### config.mk
export PLATFORM = sky130hd
export DESIGN_NAME = brch_resolve_unit
export DESIGN_NICKNAME = d
export VERILOG_FILES = /design/src/rtl/brch_resolve_unit.sv
export SDC_FILE = /design/constraint.sdc
export NUM_CORES = 1
export LEC_CHECK = 0
export CAP_MARGIN = 0
export CORE_MARGIN = 4
export CORE_UTILIZATION = 40
export CTS_CLUSTER_DIAMETER = 150
export DETAILED_ROUTE_END_ITERATION = 8
export PLACE_DENSITY = 0.76
export SYNTH_ARGS = -nofsm -noshare
export SYNTH_HDL_FRONTEND = slang
export SYNTH_SLANG_ARGS = --single-unit
### constraint.sdc
create_clock -name clk -period 6.91 [get_ports clk]
set_input_delay 1.382 -clock clk [delete_from_list [all_inputs] [get_ports clk]]
set_output_delay 1.382 -clock clk [all_outputs]
set_load 0.02 [all_outputs]
### src/rtl/brch_resolve_unit.sv
// brch_resolve_unit
//
// Branch resolution and misprediction recovery. Every branch predicted in IF
// is recorded, in order, as {pc, pred_taken} in a small circular queue. When
// ID resolves the oldest in-flight branch, its outcome is compared against the
// recorded prediction:
//   - match    : the entry is popped.
//   - mismatch : the whole queue is cleared, flush/redirect are raised for
//                FLUSH_CYC cycles and fetch is pointed at the correct path.
// Every accepted resolve emits a one-cycle train pulse back to the predictor.
// Saturating branch and mispredict counters are kept.
//
// Parameters
//   DEPTH      in-flight queue entries (power of two, 2..8)
//   CNT_W      performance counter width
//   FLUSH_CYC  cycles spent in RECOVER after a mispredict (1..4)
//
// Ports
//   clk, rst_n                 clock, asynchronous active-low reset
//   pred_valid_IF/pred_taken_IF/pc_IF   branch prediction to record
//   stall                      blocks both push and resolve
//   res_valid_ID/res_taken_ID/res_target_ID  resolution of the oldest branch
//   train_valid/train_taken/train_idx   predictor update (pc[6:2])
//   flush, redirect_valid, redirect_pc  misprediction recovery
//   q_full, q_empty            queue status
//   br_count, mispred_count    saturating performance counters
//   proto_err                  sticky protocol error

module brch_resolve_unit #(
    parameter int DEPTH     = 2,
    parameter int CNT_W     = 16,
    parameter int FLUSH_CYC = 1
) (
    input  logic             clk,
    input  logic             rst_n,
    input  logic             pred_valid_IF,
    input  logic             pred_taken_IF,
    input  logic [31:0]      pc_IF,
    input  logic             stall,
    input  logic             res_valid_ID,
    input  logic             res_taken_ID,
    input  logic [31:0]      res_target_ID,
    output logic             train_valid,
    output logic             train_taken,
    output logic [4:0]       train_idx,
    output logic             flush,
    output logic             redirect_valid,
    output logic [31:0]      redirect_pc,
    output logic             q_full,
    output logic             q_empty,
    output logic [CNT_W-1:0] br_count,
    output logic [CNT_W-1:0] mispred_count,
    output logic             proto_err
);

    localparam int AW    = $clog2(DEPTH);
    localparam int PTR_W = AW + 1;
    localparam logic [1:0] RCV_LOAD = 2'(FLUSH_CYC - 1);

    typedef enum logic {
        RUN     = 1'b0,
        RECOVER = 1'b1
    } state_t;

    state_t state, state_nxt;
    logic [1:0] rcv_cnt;

    logic [31:0]      q_pc   [DEPTH];
    logic             q_pred [DEPTH];
    logic [PTR_W-1:0] wr_ptr, rd_ptr;
    logic [AW-1:0]    wr_idx, rd_idx;

    logic        in_run;
    logic        push_req, res_req;
    logic        push, pop, mispred, proto_hit;
    logic [31:0] head_pc;
    logic        head_pred;
    logic        recover_q;

    function automatic logic [CNT_W-1:0] sat_inc(input logic [CNT_W-1:0] v);
        return (&v) ? v : v + CNT_W'(1);
    endfunction

    // Queue status: equal pointers mean empty; equal low bits with differing
    // wrap bits mean full.
    assign wr_idx  = wr_ptr[AW-1:0];
    assign rd_idx  = rd_ptr[AW-1:0];
    assign q_empty = (wr_ptr == rd_ptr);
    assign q_full  = (wr_ptr[AW] != rd_ptr[AW]) && (wr_idx == rd_idx);

    assign head_pc   = q_pc[rd_idx];
    assign head_pred = q_pred[rd_idx];

    assign in_run   = (state == RUN);
    assign push_req = pred_valid_IF & ~stall & in_run;
    assign res_req  = res_valid_ID & ~stall & in_run;
    assign pop      = res_req & ~q_empty;
    // A pop frees the head slot in the same cycle, so a full queue still
    // accepts a push alongside a pop.
    assign push     = push_req & (~q_full | pop);
    assign mispred  = pop & (res_taken_ID != head_pred);
    assign proto_hit = (push_req & q_full & ~pop) | (res_req & q_empty);

    assign flush          = recover_q;
    assign redirect_valid = recover_q;

    // FSM state register
    always_ff @(posedge clk or negedge rst_n) begin
        if (!rst_n) begin
            state <= RUN;
        end else begin
            state <= state_nxt;
        end
    end

    // FSM next state
    always_comb begin
        state_nxt = state;
        case (state)
            RUN:     if (mispred) state_nxt = RECOVER;
            RECOVER: if (rcv_cnt == 2'd0) state_nxt = RUN;
            default: state_nxt = RUN;
        endcase
    end

    // Recovery counter and the flush/redirect strobe: raised on the
    // mispredict edge, dropped on the edge that leaves RECOVER, giving
    // exactly FLUSH_CYC visible cycles.
    always_ff @(posedge clk or negedge rst_n) begin
        if (!rst_n) begin
            rcv_cnt   <= 2'd0;
            recover_q <= 1'b0;
        end else if (mispred) begin
            rcv_cnt   <= RCV_LOAD;
            recover_q <= 1'b1;
        end else if (state == RECOVER) begin
            if (rcv_cnt == 2'd0) begin
                recover_q <= 1'b0;
            end else begin
                rcv_cnt <= rcv_cnt - 2'd1;
            end
        end
    end

    // Queue storage carries no reset; validity is defined by the pointers.
    always_ff @(posedge clk) begin
        if (push) begin
            q_pc[wr_idx]   <= pc_IF;
            q_pred[wr_idx] <= pred_taken_IF;
        end
    end

    // Pointers: a mispredict empties the queue and discards any same-cycle push.
    always_ff @(posedge clk or negedge rst_n) begin
        if (!rst_n) begin
            wr_ptr <= '0;
            rd_ptr <= '0;
        end else if (mispred) begin
            wr_ptr <= '0;
            rd_ptr <= '0;
        end else begin
            if (push) wr_ptr <= wr_ptr + PTR_W'(1);
            if (pop)  rd_ptr <= rd_ptr + PTR_W'(1);
        end
    end

    // Predictor training, redirect target, counters and error flag
    always_ff @(posedge clk or negedge rst_n) begin
        if (!rst_n) begin
            train_valid   <= 1'b0;
            train_taken   <= 1'b0;
            train_idx     <= 5'd0;
            redirect_pc   <= 32'd0;
            br_count      <= '0;
            mispred_count <= '0;
            proto_err     <= 1'b0;
        end else begin
            train_valid <= pop;
            if (pop) begin
                train_taken <= res_taken_ID;
                train_idx   <= head_pc[6:2];
                br_count    <= sat_inc(br_count);
            end
            if (mispred) begin
                redirect_pc   <= res_taken_ID ? res_target_ID : head_pc + 32'd4;
                mispred_count <= sat_inc(mispred_count);
            end
            if (proto_hit) proto_err <= 1'b1;
        end
    end

endmodule

==> After elaboration in Yosys (flattened, before gate mapping) <==
Memory sizes are Yosys's and may differ from the RTL's.
Index checks and enable logic that the tools add are counted.
W data, S select, Z words.
{ "word_totals": {"output_inout_bits": 76, "mem_count": 2, "register_bits": 80, "inputBits": 71, "mem_bits_rw": 66, "wordCells": 72} }
{ "memory_table": {"columns": ["name", "depth", "width", "read_ports", "rd_clocked_by_memory_dff", "write_ports", "line_no", "rtl"], "rows": [
  ["q_pc", 2, 32, 1, 0, 1, "68", "logic [31:0] q_pc [DEPTH];"],
  ["q_pred", 2, 1, 1, 0, 1, "69", "logic q_pred [DEPTH];"]
]} }
{ "op_classes": {"eq_ne": 5, "bitwise": 19, "n_reduce_logical": 12, "n_mux": 16, "n_addsub": 6} }
{ "op_table": {"columns": ["op", "count"], "rows": [
  ["$add A16 B1 Y16 const B", 2],
  ["$add A32 B3 Y32 const B", 1],
  ["$mux W32", 1],
  ["$reduce_and A16 Y1", 2],
  ["$mux W2", 7],
  ["$and A1 B1 Y1", 10],
  ["$reduce_and A2 Y1", 4],
  ["$reduce_bool A2 Y1", 4],
  ["$mux W1", 7],
  ["$not A1 Y1", 7],
  ["$add A2 B1 Y2 const B", 2],
  ["$eq A2 B2 Y1", 1],
  ["$logic_not A2 Y1", 1],
  ["$ne A1 B1 Y1", 2],
  ["$ne A2 B2 Y1 const B", 1],
  ["$or A1 B1 Y1", 2],
  ["$pmux W1 S2", 1],
  ["$sub A2 B1 Y2 const B", 1],
  ["$eq A1 B1 Y1", 1],
  ["$logic_and A1 B1 Y1", 1]
]} }

==> Depth between registers and ports, before layout <==
{ "logic_depth": {"depth_word": 8, "ltp_mapped": 13, "mapped_depth_nobuf": 8} }

==> Worst setup path before layout <==
No wires, ideal clock.
{ "synth_timing": {"path_type": "input to register", "from": "in stall", "to": "mem q_pc[1][0] (enable)", "n_path_buf": 0, "setup_slack_ns": 3.185, "required_ns": 6.484, "cell_stages": 3, "arrival_ns": 3.299, "cell_sequence": "nor2_1 o311ai_0 nor2_1"} }
{ "synth_between": {"elab_chain_len": 8, "word_cells_on_any_way": 10, "classes_between": "mux: 2; bitwise: 8"} }
{ "synth_lines": {"columns": ["element", "line_no", "rtl"], "rows": [
  ["start: declaration", "39", "input logic stall,"],
  ["$not A1 Y1 (*)", "95, 96", null],
  ["$and A1 B1 Y1 (2 in series)", "96", "assign res_req = res_valid_ID & ~stall & in_run;"],
  ["$and A1 B1 Y1", "97", "assign pop = res_req & ~q_empty;"],
  ["$or A1 B1 Y1", "100", "assign push = push_req & (~q_full | pop);"],
  ["$and A1 B1 Y1 (*)", "100", null],
  ["$mux W1 (*)", "147", "if (push) begin"],
  ["$mux W1 (implied by the code) (*)", "148", "q_pc[wr_idx] <= pc_IF;"],
  ["end: declaration", "68", null]
]} }
Every way passes the cells marked *; elsewhere a longest branch is shown, timed or not.

==> Final worst setup path <==
{ "layout_timing": {"from": "reg rd_ptr[0]", "to": "reg redirect_pc[29]"} }
{ "layout_between": {"elab_chain_len": 4, "word_cells_on_any_way": 9, "classes_between": "add/sub: 1; eq/ne: 2; mux: 1; bitwise: 3; memory: 2"} }
{ "layout_lines": {"columns": ["element", "line_no", "rtl"], "rows": [
  ["start: declaration", "70", "logic [PTR_W-1:0] wr_ptr, rd_ptr;"],
  ["start signal: assignment", "163", "if (pop) rd_ptr <= rd_ptr + PTR_W'(1);"],
  ["branches (longest 4 deep; another with $mem_v2 Z2 W32)", null, null],
  ["end signal: assignment", "185", "redirect_pc <= res_taken_ID ? res_target_ID : head_pc + 32'd4;"],
  ["end: declaration", "48", "output logic [31:0] redirect_pc,"]
]} }
Several ways; the timed one is not identified.
A chain may end at the register's enable or synchronous reset.

==> flow_summary.yaml <==
run_status:
  status: "complete, no violations"
logic_synthesis:
  yosysMostFrequentCell: "dfrtp_1"
  synth-seq-area-share_pct: 58.4
  synth.avg_cell_area_sq_um: 11.5
  synth_seq_cells: 146
  synth_common_cells: "80 x dfrtp_1, 66 x edfxtp_1, 62 x nand2_1"
  syn_inst: 593
  syn-cell-area_sq_um: 6830
  synth_edf_count: 66
  synth_nets: 668
  synth_ff_type: "dfrtp_1"
  synth_cell_types: 58
  async_flop_share_pct: 54.8
  synth_top_area_share_pct: 29.3
  yosysTopAreaCell: "dfrtp_1"
  synth_area_leaders: "dfrtp_1 29%, edfxtp_1 29%, xor2_1 4.6%, mux2i_1 4.0%, nand2_1 3.4%"
  yosys_warnings: 0
routing:
  routedWlPerCell_um: 17.4
  ant_nets: 0
  wl_met1_um: 7560
  wirelength_um: 16900
  drtIter0Drc: 385
  viasPerCell: 5.23
  via_count: 5077
  highest_layer: "met4"
  drc_errors: 0
  wl_met3_um: 775
  routed-wl-met2_um: 8200
  first_pass_iters: 4
layout:
  final_area_sq_um: 9070
  diodes: 0
  area_growth_pct: 32.9
  layout-drive-gt1-share_pct: 8.12
  fin_nets: 813
  post-route-util_pct: 54.5
clocking:
  cts-root-buf: "clkbuf_16"
  cts_sinks: 146
  cts.clk_slew.worst_paths_ns: 0.06
  ctsResizeCount: 0
  cts_tree: "yes"
  ctsHoldBuffers: 0
  cts_buffers: 17
  clock_latency_ns: 0.42
  htree_levels: 4
  clk_path_buf_depth: 2
  post_cts_buffers: 0
timing:
  fin_skew_ns: 0.0132
  min_period_over_period_pct: 51.0
  drv_slew: 0
  tightestPinTransition_ns: 1.05
  totalNegativeSetupSlack_ns: 0
  period_needed_ns: 3.52
  slew-limit-headroom_pct: 30.0
  grt_setup_unrepaired: "no"
  final-hold-violation-count: 0
  fmax_mhz: 284
  setup_viol: 0
setup_path:
  cp.required_ns: 7.19
  r2r_slack_ns: 3.39
  cp_cell_sequence: "buf_4 > nand3_1 > a222oi_1 > nand4_1 > nor4b_2 > xor2_1 > o22ai_1"
  critPathBufInv: 1
  critPathArrivalTime_ns: 3.80
  critPathSlowestCell: "a222oi_1"
  slowest_delay_ns: 0.76
  critical_path_class: "register to register"
  start_kind: "register"
  worstPathMaxFanout: 72
  critPathCaptureType: "register"
  critPathTopFamily: "simple AND/OR/NAND/NOR gates"
worst_hold_path:
  hold_path_class: "register to register"
power_and_ir_drop:
  p_leak_nw: 3.54
  p_sw_w: 0.00120
  power_frac_seq_pct: 38.1
  power_frac_comb_pct: 35.6
  swShare_pct: 35.4
  p_per_area_nw_per_um2: 374
  clockPowerShare_pct: 26.3
  ir_drop_mv: 0.225
  power.internal_w: 0.00219
floorplan:
  ios: 147
  die_h_um: 139
  rows: 47
  core_area_sq_um: 16600
  die_w_um: 139
  dieArea_sq_um: 19200
  initial_core_util_pct: 41.0
place:
  gp_congestion: 0.822
  io_buffers: 146
  dpl_cell_area_sq_um: 8490
  dp.final_hpwl_um: 12500
global_route:
  grt_overflow: 0
  track_usage_pct: 17.7
  grt_max_degree: 81
  antenna_found_initial: 0
  grt_pass1_vias: 4968
  grt_pass1_wl_um: 27200
job:
  maxCapViolCount: 0
## path summary, 6_finish.rpt
kind                           start              end  cells after the start
min in group asynchronous      rst_n      br_count[4]                      1
setup reg to reg           rd_ptr[0]  redirect_pc[29]                      7
setup / recovery           rd_ptr[0]  redirect_pc[29]                      7
max in group asynchronous      rst_n        rd_ptr[0]                      1
hold reg to reg            proto_err        proto_err                      1
hold / removal             proto_err        proto_err                      1
## layout make-up
class	count	area [sq um]
clock buffer	18	439
clock inverter	14	143
fill	1419	7570
inverter	12	45.0
multi-input combinational	411	2700
sequential	146	3990
tap	220	275
timing repair buffer	150	1480
## per-stage QoR
| step | setup slack, ns | total power (W) | instances | hold slack [ns] |
|---|---|---|---|---|
| final | 3.39 | 0.00339 | 971 | 0.455 |
| after global placement | 3.18 | 0.00250 | 939 | 0.440 |
| after detailed placement | 3.12 | 0.00252 | 939 | 0.446 |
| after floorplan | 3.19 | 0.00199 | 593 | 0.510 |
| after CTS | 3.36 | 0.00342 | 971 | 0.460 |
| after global routing | 3.17 | 0.00357 | 971 | 0.486 |
## power by group through the flow
stage	registers (W)	clock network, W	logic, W
3_3_place_gp	0.00130	0	0.00120
6_report	0.00129	0.000890	0.00121
4_1_cts	0.00129	0.000904	0.00122
5_1_grt	0.00132	0.000946	0.00131
3_5_place_dp	0.00131	0	0.00121
2_1_floorplan	0.00143	0	0.000565
## worst reg2reg max path, cell delays in order, from the launching register on
cell and delay (ns):
dfrtp_2 0.54, buf_4 0.67, nand3_1 0.25, a222oi_1 0.76, nand4_1 0.42, nor4b_2 0.43
xor2_1 0.22, o22ai_1 0.10
## kinds of logic (layout without fill, tap and decap cells)
family	after synthesis	in the layout	synth area share, %
adder cells (fa/ha/maj)	4	4	0.733
AO/OA/AOI/OAI	96	96	9.37
XOR/XNOR	63	63	8.19
multiplexers	34	34	5.11
buffers and inverters	36	194	2.36
flip-flops	146	146	58.4
AND/OR/NAND/NOR	214	214	15.9
## flip-flops by register name, indices dropped and copies added (netlist names)
| name | flops |
|---|---|
| wr_ptr | 2 |
| q_pc | 64 |
| train_idx | 5 |
| state | 1 |
| rcv_cnt | 2 |
| train_taken | 1 |
| proto_err | 1 |
| redirect_pc | 32 |
| q_pred | 2 |
| br_count | 16 |
| train_valid | 1 |
| flush | 1 |
| mispred_count | 16 |
| rd_ptr | 2 |
## layer usage
metal  vias to the layer above  global-route usage (%)
met5                         -                       0
met3                        26                    4.07
met2                       141                    27.3
li1                       2449                       -
met4                         0                    7.05
met1                      2461                    24.6
## layout by cell type, fill, tap and decap left out, types with 6 or more instances in the layout
| cell type | n |
|---|---|
| o21ai_0 | 22 |
| xnor2_1 | 26 |
| o211ai_1 | 8 |
| edfxtp_1 | 66 |
| clkbuf_16 | 17 |
| nand3_1 | 34 |
| clkdlybuf4s50_1 | 144 |
| dfrtp_1 | 79 |
| nand4_1 | 16 |
| inv_1 | 11 |
| nor3_1 | 12 |
| o22ai_1 | 8 |
| mux2i_1 | 27 |
| nor2_1 | 45 |
| nand3b_1 | 9 |
| a21oi_1 | 26 |
| xor2_1 | 36 |
| nand2_1 | 62 |
| mux2_2 | 7 |
| nand4b_1 | 6 |
(Power assumes the default switching activity.)
